--- src/rtl/od_pkg.sv ---
// Shared types and default timing for the ultrasonic ranging controller.
package od_pkg;

  typedef enum logic [2:0] {
    IDLE,
    TRIG,
    WAIT_RISE,
    MEASURE,
    HOLDOFF
  } od_state_e;

  localparam int unsigned CNT_W              = 23;
  localparam int unsigned TRIG_CYCLES_DEF    = 500;
  localparam int unsigned PERIOD_CYCLES_DEF  = 3_000_000;
  localparam int unsigned TIMEOUT_CYCLES_DEF = 1_250_000;

  typedef logic [CNT_W-1:0] od_cnt_t;

  function automatic od_cnt_t sat_inc(input od_cnt_t v);
    return (v == '1) ? v : v + od_cnt_t'(1);
  endfunction

endpackage

--- src/rtl/od_sync2.sv ---
// Two-flop synchroniser for the asynchronous echo input.
module od_sync2 (
  input  logic clk,
  input  logic rst,
  input  logic d,
  output logic q
);

  logic s1_q, s1_d;
  logic s2_q, s2_d;

  always_comb begin
    s1_d = d;
    s2_d = s1_q;
  end

  always_ff @(posedge clk) begin
    if (rst) begin
      s1_q <= 1'b0;
      s2_q <= 1'b0;
    end else begin
      s1_q <= s1_d;
      s2_q <= s2_d;
    end
  end

  assign q = s2_q;

endmodule

--- src/rtl/od_sonar_ctrl.sv ---
// Periodic sonar ranging: trigger pulse, wait for echo, measure echo width.
module od_sonar_ctrl
  import od_pkg::*;
#(
  parameter int unsigned TRIG_CYCLES    = TRIG_CYCLES_DEF,
  parameter int unsigned PERIOD_CYCLES  = PERIOD_CYCLES_DEF,
  parameter int unsigned TIMEOUT_CYCLES = TIMEOUT_CYCLES_DEF
) (
  input  logic        clk,
  input  logic        rst,
  input  logic        en,
  input  logic        echo_pulse,
  output logic        trig_pulse,
  output logic [22:0] time_taken,
  output logic        time_valid,
  output logic        time_out
);

  localparam od_cnt_t TRIG_LAST   = od_cnt_t'(TRIG_CYCLES - 1);
  localparam od_cnt_t PERIOD_LAST = od_cnt_t'(PERIOD_CYCLES - 1);
  localparam od_cnt_t WAIT_LAST   = od_cnt_t'(TIMEOUT_CYCLES - 1);
  localparam od_cnt_t MEAS_MAX    = od_cnt_t'(TIMEOUT_CYCLES);

  od_state_e state_q, state_d;
  od_cnt_t   period_q, period_d;
  od_cnt_t   cnt_q, cnt_d;
  od_cnt_t   time_taken_q, time_taken_d;
  logic      time_valid_q, time_valid_d;
  logic      time_out_q, time_out_d;
  logic      echo_prev_q, echo_prev_d;
  logic      echo_s;
  logic      echo_rise, echo_fall;

  od_sync2 u_sync (
    .clk (clk),
    .rst (rst),
    .d   (echo_pulse),
    .q   (echo_s)
  );

  assign echo_rise = echo_s & ~echo_prev_q;
  assign echo_fall = ~echo_s & echo_prev_q;

  always_ff @(posedge clk) begin
    if (rst) begin
      state_q      <= IDLE;
      period_q     <= '0;
      cnt_q        <= '0;
      time_taken_q <= '0;
      time_valid_q <= 1'b0;
      time_out_q   <= 1'b0;
      echo_prev_q  <= 1'b0;
    end else begin
      state_q      <= state_d;
      period_q     <= period_d;
      cnt_q        <= cnt_d;
      time_taken_q <= time_taken_d;
      time_valid_q <= time_valid_d;
      time_out_q   <= time_out_d;
      echo_prev_q  <= echo_prev_d;
    end
  end

  // en is only sampled in IDLE and at the end of HOLDOFF, so a started cycle always completes.
  always_comb begin
    state_d = state_q;
    case (state_q)
      IDLE:      if (en) state_d = TRIG;
      TRIG:      if (period_q >= TRIG_LAST) state_d = WAIT_RISE;
      WAIT_RISE: begin
        if (echo_rise)               state_d = MEASURE;
        else if (cnt_q >= WAIT_LAST) state_d = HOLDOFF;
      end
      MEASURE:   if (echo_fall || (cnt_q >= MEAS_MAX)) state_d = HOLDOFF;
      HOLDOFF:   if (period_q >= PERIOD_LAST) state_d = en ? TRIG : IDLE;
      default:   state_d = IDLE;
    endcase
  end

  // period counts from the trigger rise; cnt serves both the rise timeout and the echo width.
  always_comb begin
    period_d     = sat_inc(period_q);
    cnt_d        = sat_inc(cnt_q);
    time_taken_d = time_taken_q;
    time_valid_d = 1'b0;
    time_out_d   = time_out_q;
    echo_prev_d  = echo_s;
    case (state_q)
      IDLE: begin
        period_d = '0;
        cnt_d    = '0;
      end
      TRIG:    cnt_d = '0;
      WAIT_RISE: begin
        if (echo_rise)               cnt_d = od_cnt_t'(1);
        else if (cnt_q >= WAIT_LAST) time_out_d = 1'b1;
      end
      MEASURE: begin
        if (echo_fall) begin
          time_taken_d = cnt_q;
          time_valid_d = 1'b1;
          time_out_d   = 1'b0;
        end else if (cnt_q >= MEAS_MAX) begin
          time_out_d = 1'b1;
        end
      end
      HOLDOFF: cnt_d = '0;
      default: cnt_d = '0;
    endcase
    if ((state_d == TRIG) && (state_q != TRIG)) period_d = '0;
  end

  always_comb begin
    trig_pulse = (state_q == TRIG);
    time_taken = time_taken_q;
    time_valid = time_valid_q;
    time_out   = time_out_q;
  end

endmodule

--- config.mk ---
export PLATFORM = sky130hd
export DESIGN_NAME = od_sonar_ctrl
export DESIGN_NICKNAME = d
export VERILOG_FILES = /design/src/rtl/od_pkg.sv /design/src/rtl/od_sync2.sv /design/src/rtl/od_sonar_ctrl.sv
export SDC_FILE = /design/constraint.sdc
export NUM_CORES = 1
export LEC_CHECK = 0
export ABC_AREA = 1
export BUFFER_PORTS_ARGS = -buffer_cell sky130_fd_sc_hd__buf_4
export CAP_MARGIN = 10
export CELL_PAD_IN_SITES_DETAIL_PLACEMENT = 1
export CELL_PAD_IN_SITES_GLOBAL_PLACEMENT = 1
export CORE_ASPECT_RATIO = 1.1
export CORE_UTILIZATION = 44
export DETAILED_ROUTE_END_ITERATION = 8
export PLACE_DENSITY_LB_ADDON = 0.1
export SETUP_SLACK_MARGIN = 0.4
export SLEW_MARGIN = 10
export SYNTH_ARGS = -nofsm -noshare
export SYNTH_HDL_FRONTEND = slang
export SYNTH_HIERARCHICAL = 1
export SYNTH_SLANG_ARGS = --single-unit
--- constraint.sdc ---
create_clock -name clk -period 2 [get_ports clk]
set_input_delay 0.4 -clock clk [delete_from_list [all_inputs] [get_ports clk]]
set_output_delay 0.4 -clock clk [all_outputs]
set_load 0.02 [all_outputs]
==> impl_metrics.json <==
{
  "worstPathCellList": "nand2_1 -> nor2_4 -> nand2_2 -> a21oi_1 -> nand3_1 -> nand3_2 -> nor2_2 -> nor2_2 -> nand3_2 -> nand2_4 -> clkbuf_16 -> nor2_2",
  "cp-end-kind": "flip-flop",
  "post-route-period-util_pct": 92.73,
  "num_rows": 37,
  "timing.rr.start": "cnt_q[2]",
  "cts_root_buf": "clkbuf_8",
  "hpwl_mm": 9.274,
  "cp.depth": 12,
  "path_delay_family": "simple AND/OR/NAND/NOR gates",
  "gr-total-overflow": 0,
  "crit_buf_inv": 1,
  "grt_use_total_pct": 27.32,
  "clock_path_buffers": 2,
  "portBuffers": 29,
  "final_nets": 679,
  "final_hold_viol_count": 0,
  "max_cap_violations": 0,
  "first_iter_violations": 117,
  "total_power_mw": 2.623,
  "gp_congestion": 0.9486,
  "r2r_slack_ps": 150,
  "io_pins": 30,
  "whs_ps": 251.9,
  "grt_pass1_vias": 4228,
  "detail_route.vias_per_cell": 5.349,
  "rsz0062_at_grt": "true",
  "cp.required_ps": 2250,
  "cts_tree": "built",
  "synth.distinct_cells": 34,
  "start_kind": "flip-flop",
  "yosysSeqAreaShare_pct": 36.60,
  "start_util_pct": 45.26,
  "cts_buffers": 9,
  "whs_path_depth": 3,
  "synth-edff-count": 0,
  "syn_area_sq_mm": 0.004212,
  "multi_input_area_sq_mm": 0.002587,
  "grt_max_degree": 28,
  "crit_arrival_ps": 2110,
  "irDropWorstVdd_mv": 0.3732,
  "slowest_stage": "dfxtp_4",
  "worst_slew_pin_slew_ps": 383.9,
  "relSlewSlack_pct": 74.31,
  "design.die.area_sq_mm": 0.009967,
  "ant_nets": 0,
  "path_clk_slew_ps": 70,
  "synth_seq_cells": 77,
  "layout-drive-gt1-share_pct": 39.58,
  "min-delay-start": "echo_pulse",
  "critPathMaxFanout": 6,
  "areaGrowthSynthToFinish_pct": 31.08,
  "hold_path.class": "input port to flip-flop",
  "antenna_found_initial": 0,
  "path_common_cell": "nor2_2",
  "yosys_warnings": 6,
  "clkLatencyLatePin_ps": 370,
  "synth_area_leaders": "dfxtp_1 (37%), nor2_1 (9.1%), nand2_1 (8.4%), inv_1 (6.1%), xor2_1 (5.0%)",
  "skew_ps": 11.19,
  "fmax_mhz": 539.2,
  "yosys-top-cells-count": "nor2_1 (102), nand2_1 (94), dfxtp_1 (77)",
  "diodes": 0,
  "wl_per_cell_um": 17.71,
  "cts_sinks": 77,
  "die_h_um": 104.6,
  "die_w_um": 95.28,
  "dr.pass1.iters": 4,
  "syn-num-nets": 609,
  "synth_top_cell_area_share_pct": 36.60,
  "p_per_area_mw_per_mm2": 475.1,
  "reg2reg_depth": 12,
  "setup_viol_count_final": 0,
  "grt_pass1_wl_mm": 20.64,
  "drc_errors": 0,
  "critPathKind": "flip-flop to flip-flop",
  "vias": 4220,
  "wirelength_mm": 13.97,
  "async_flop_share_pct": 0,
  "cpPeakStageDelay_ps": 390,
  "synth_ff_type": "dfxtp_1",
  "yosys.area.top_type": "dfxtp_1",
  "synth.avg_cell_area_sq_um": 6.996,
  "status": "completed",
  "hold_end": "u_sync/s1_q",
  "post-synth-top-count-cell": "nor2_1",
  "cts.htree.levels": 3,
  "maxSlewViolCount": 0,
  "r2r_end": "period_q[20]",
  "p_leak_nw": 2.262,
  "fillers": 1197,
  "core_sq_mm": 0.009305,
  "fin_crit_ps": 1855,
  "syn_inst": 602,
  "register_area_sq_mm": 0.001629
}
-- power by group --
group / switching, mW / total [mW] / leakage, nW / internal, mW
Sequential: 0.00511 / 1.52 / 0.646 / 1.52
Clock: 0.541 / 0.992 / 0.0731 / 0.451
Combinational: 0.0653 / 0.108 / 1.54 / 0.0430
-- through the flow --
stage | util, % | setup TNS [ps] | std cells | instance area [sq um] | setup WS (ps)
detailed placement | 49.43 | -45.05 | 744 | 4599 | -45.05
CTS | 54.82 | 0 | 768 | 5101 | 224.4
finish | 59.33 | 0 | 789 | 5520 | 145.3
floorplan | - | 0 | 602 | 4244 | 402.7
global placement | 49.43 | 0 | 744 | 4599 | 1.207
global route | 59.33 | 0 | 789 | 5520 | 48.52
-- sequential cells by signal, indices dropped and copies added (netlist names) --
| name | flops |
|---|---|
| cnt_q | 23 |
| period_q | 23 |
| time_taken | 23 |
| state_q | 3 |
| echo_prev_q | 1 |
| time_out | 1 |
| time_valid | 1 |
| u_sync/q | 1 |
| u_sync/s1_q | 1 |
-- layout by cell type, fill, tap and decap left out, drive strengths merged --
cell type / instances
o211a: 1
nand4: 16
nand2: 105
inv: 75
clkbuf: 14
buf: 73
nor4: 1
nand3: 37
a31oi: 3
clkinvlp: 1
a21oi: 41
ha: 3
xnor2: 3
clkinv: 2
dfxtp: 77
nor3: 18
o21ai: 35
nor2: 139
o211ai: 2
nand3b: 1
o21bai: 1
xor2: 24
-- worst max path at each step --
stage	end	slack, ps	startpoint
after floorplan	cnt_q[10]	400	cnt_q[0]
after global placement	cnt_q[10]	1	cnt_q[0]
after detailed placement	cnt_q[10]	-50	cnt_q[0]
after CTS	period_q[22]	220	period_q[15]
after global routing	period_q[20]	50	period_q[18]
final	period_q[20]	150	cnt_q[2]
-- cell families after synthesis --
logic type	synth area share (%)
AND/OR/NAND/NOR	36.48
adder cells (fa/ha/maj)	0.8914
buffers and inverters	10.16
flip-flops	36.60
AO/OA/AOI/OAI	10.25
XOR/XNOR	5.615
-- what timing repair did --
| action | CTS | global route |
|---|---|---|
| hold buffers | 0 | 0 |
| endpoints found under the setup margin | 71 | 74 |
| resized for setup | 91 | 80 |
| buffers inserted | 12 | 17 |
| gates cloned | 1 | 4 |
| pin swaps | 15 | 23 |
-- final cells by class --
class / count / area share [%]
inverter: 78 / 5.553
sequential: 77 / 29.51
tap: 117 / 2.652
timing repair buffer: 76 / 12.85
clock buffer: 11 / 2.561
multi-input combinational: 430 / 46.87
-- worst register-to-register path: stages (launching register included) --
cell       delay, ps
dfxtp_4          390
nand2_1          140
nor2_4           150
nand2_2          100
a21oi_1          140
nand3_1          100
nand3_2          110
nor2_2            50
nor2_2           120
nand3_2          100
nand2_4          140
clkbuf_16        180
nor2_2            40
-- metal layers --
| metal | wire length [um] | part of all wire, % | track usage (%) | vias up |
|---|---|---|---|---|
| li1 | - | - | - | 2056 |
| met1 | 5276 | 38 | 28.66 | 2044 |
| met2 | 7718 | 55 | 51.17 | 80 |
| met3 | 345 | 2.5 | 3.785 | 40 |
| met4 | 629 | 4.5 | 13.85 | 0 |
| met5 | 0 | 0 | 0 | - |
Power figures use the tool's default switching activity.
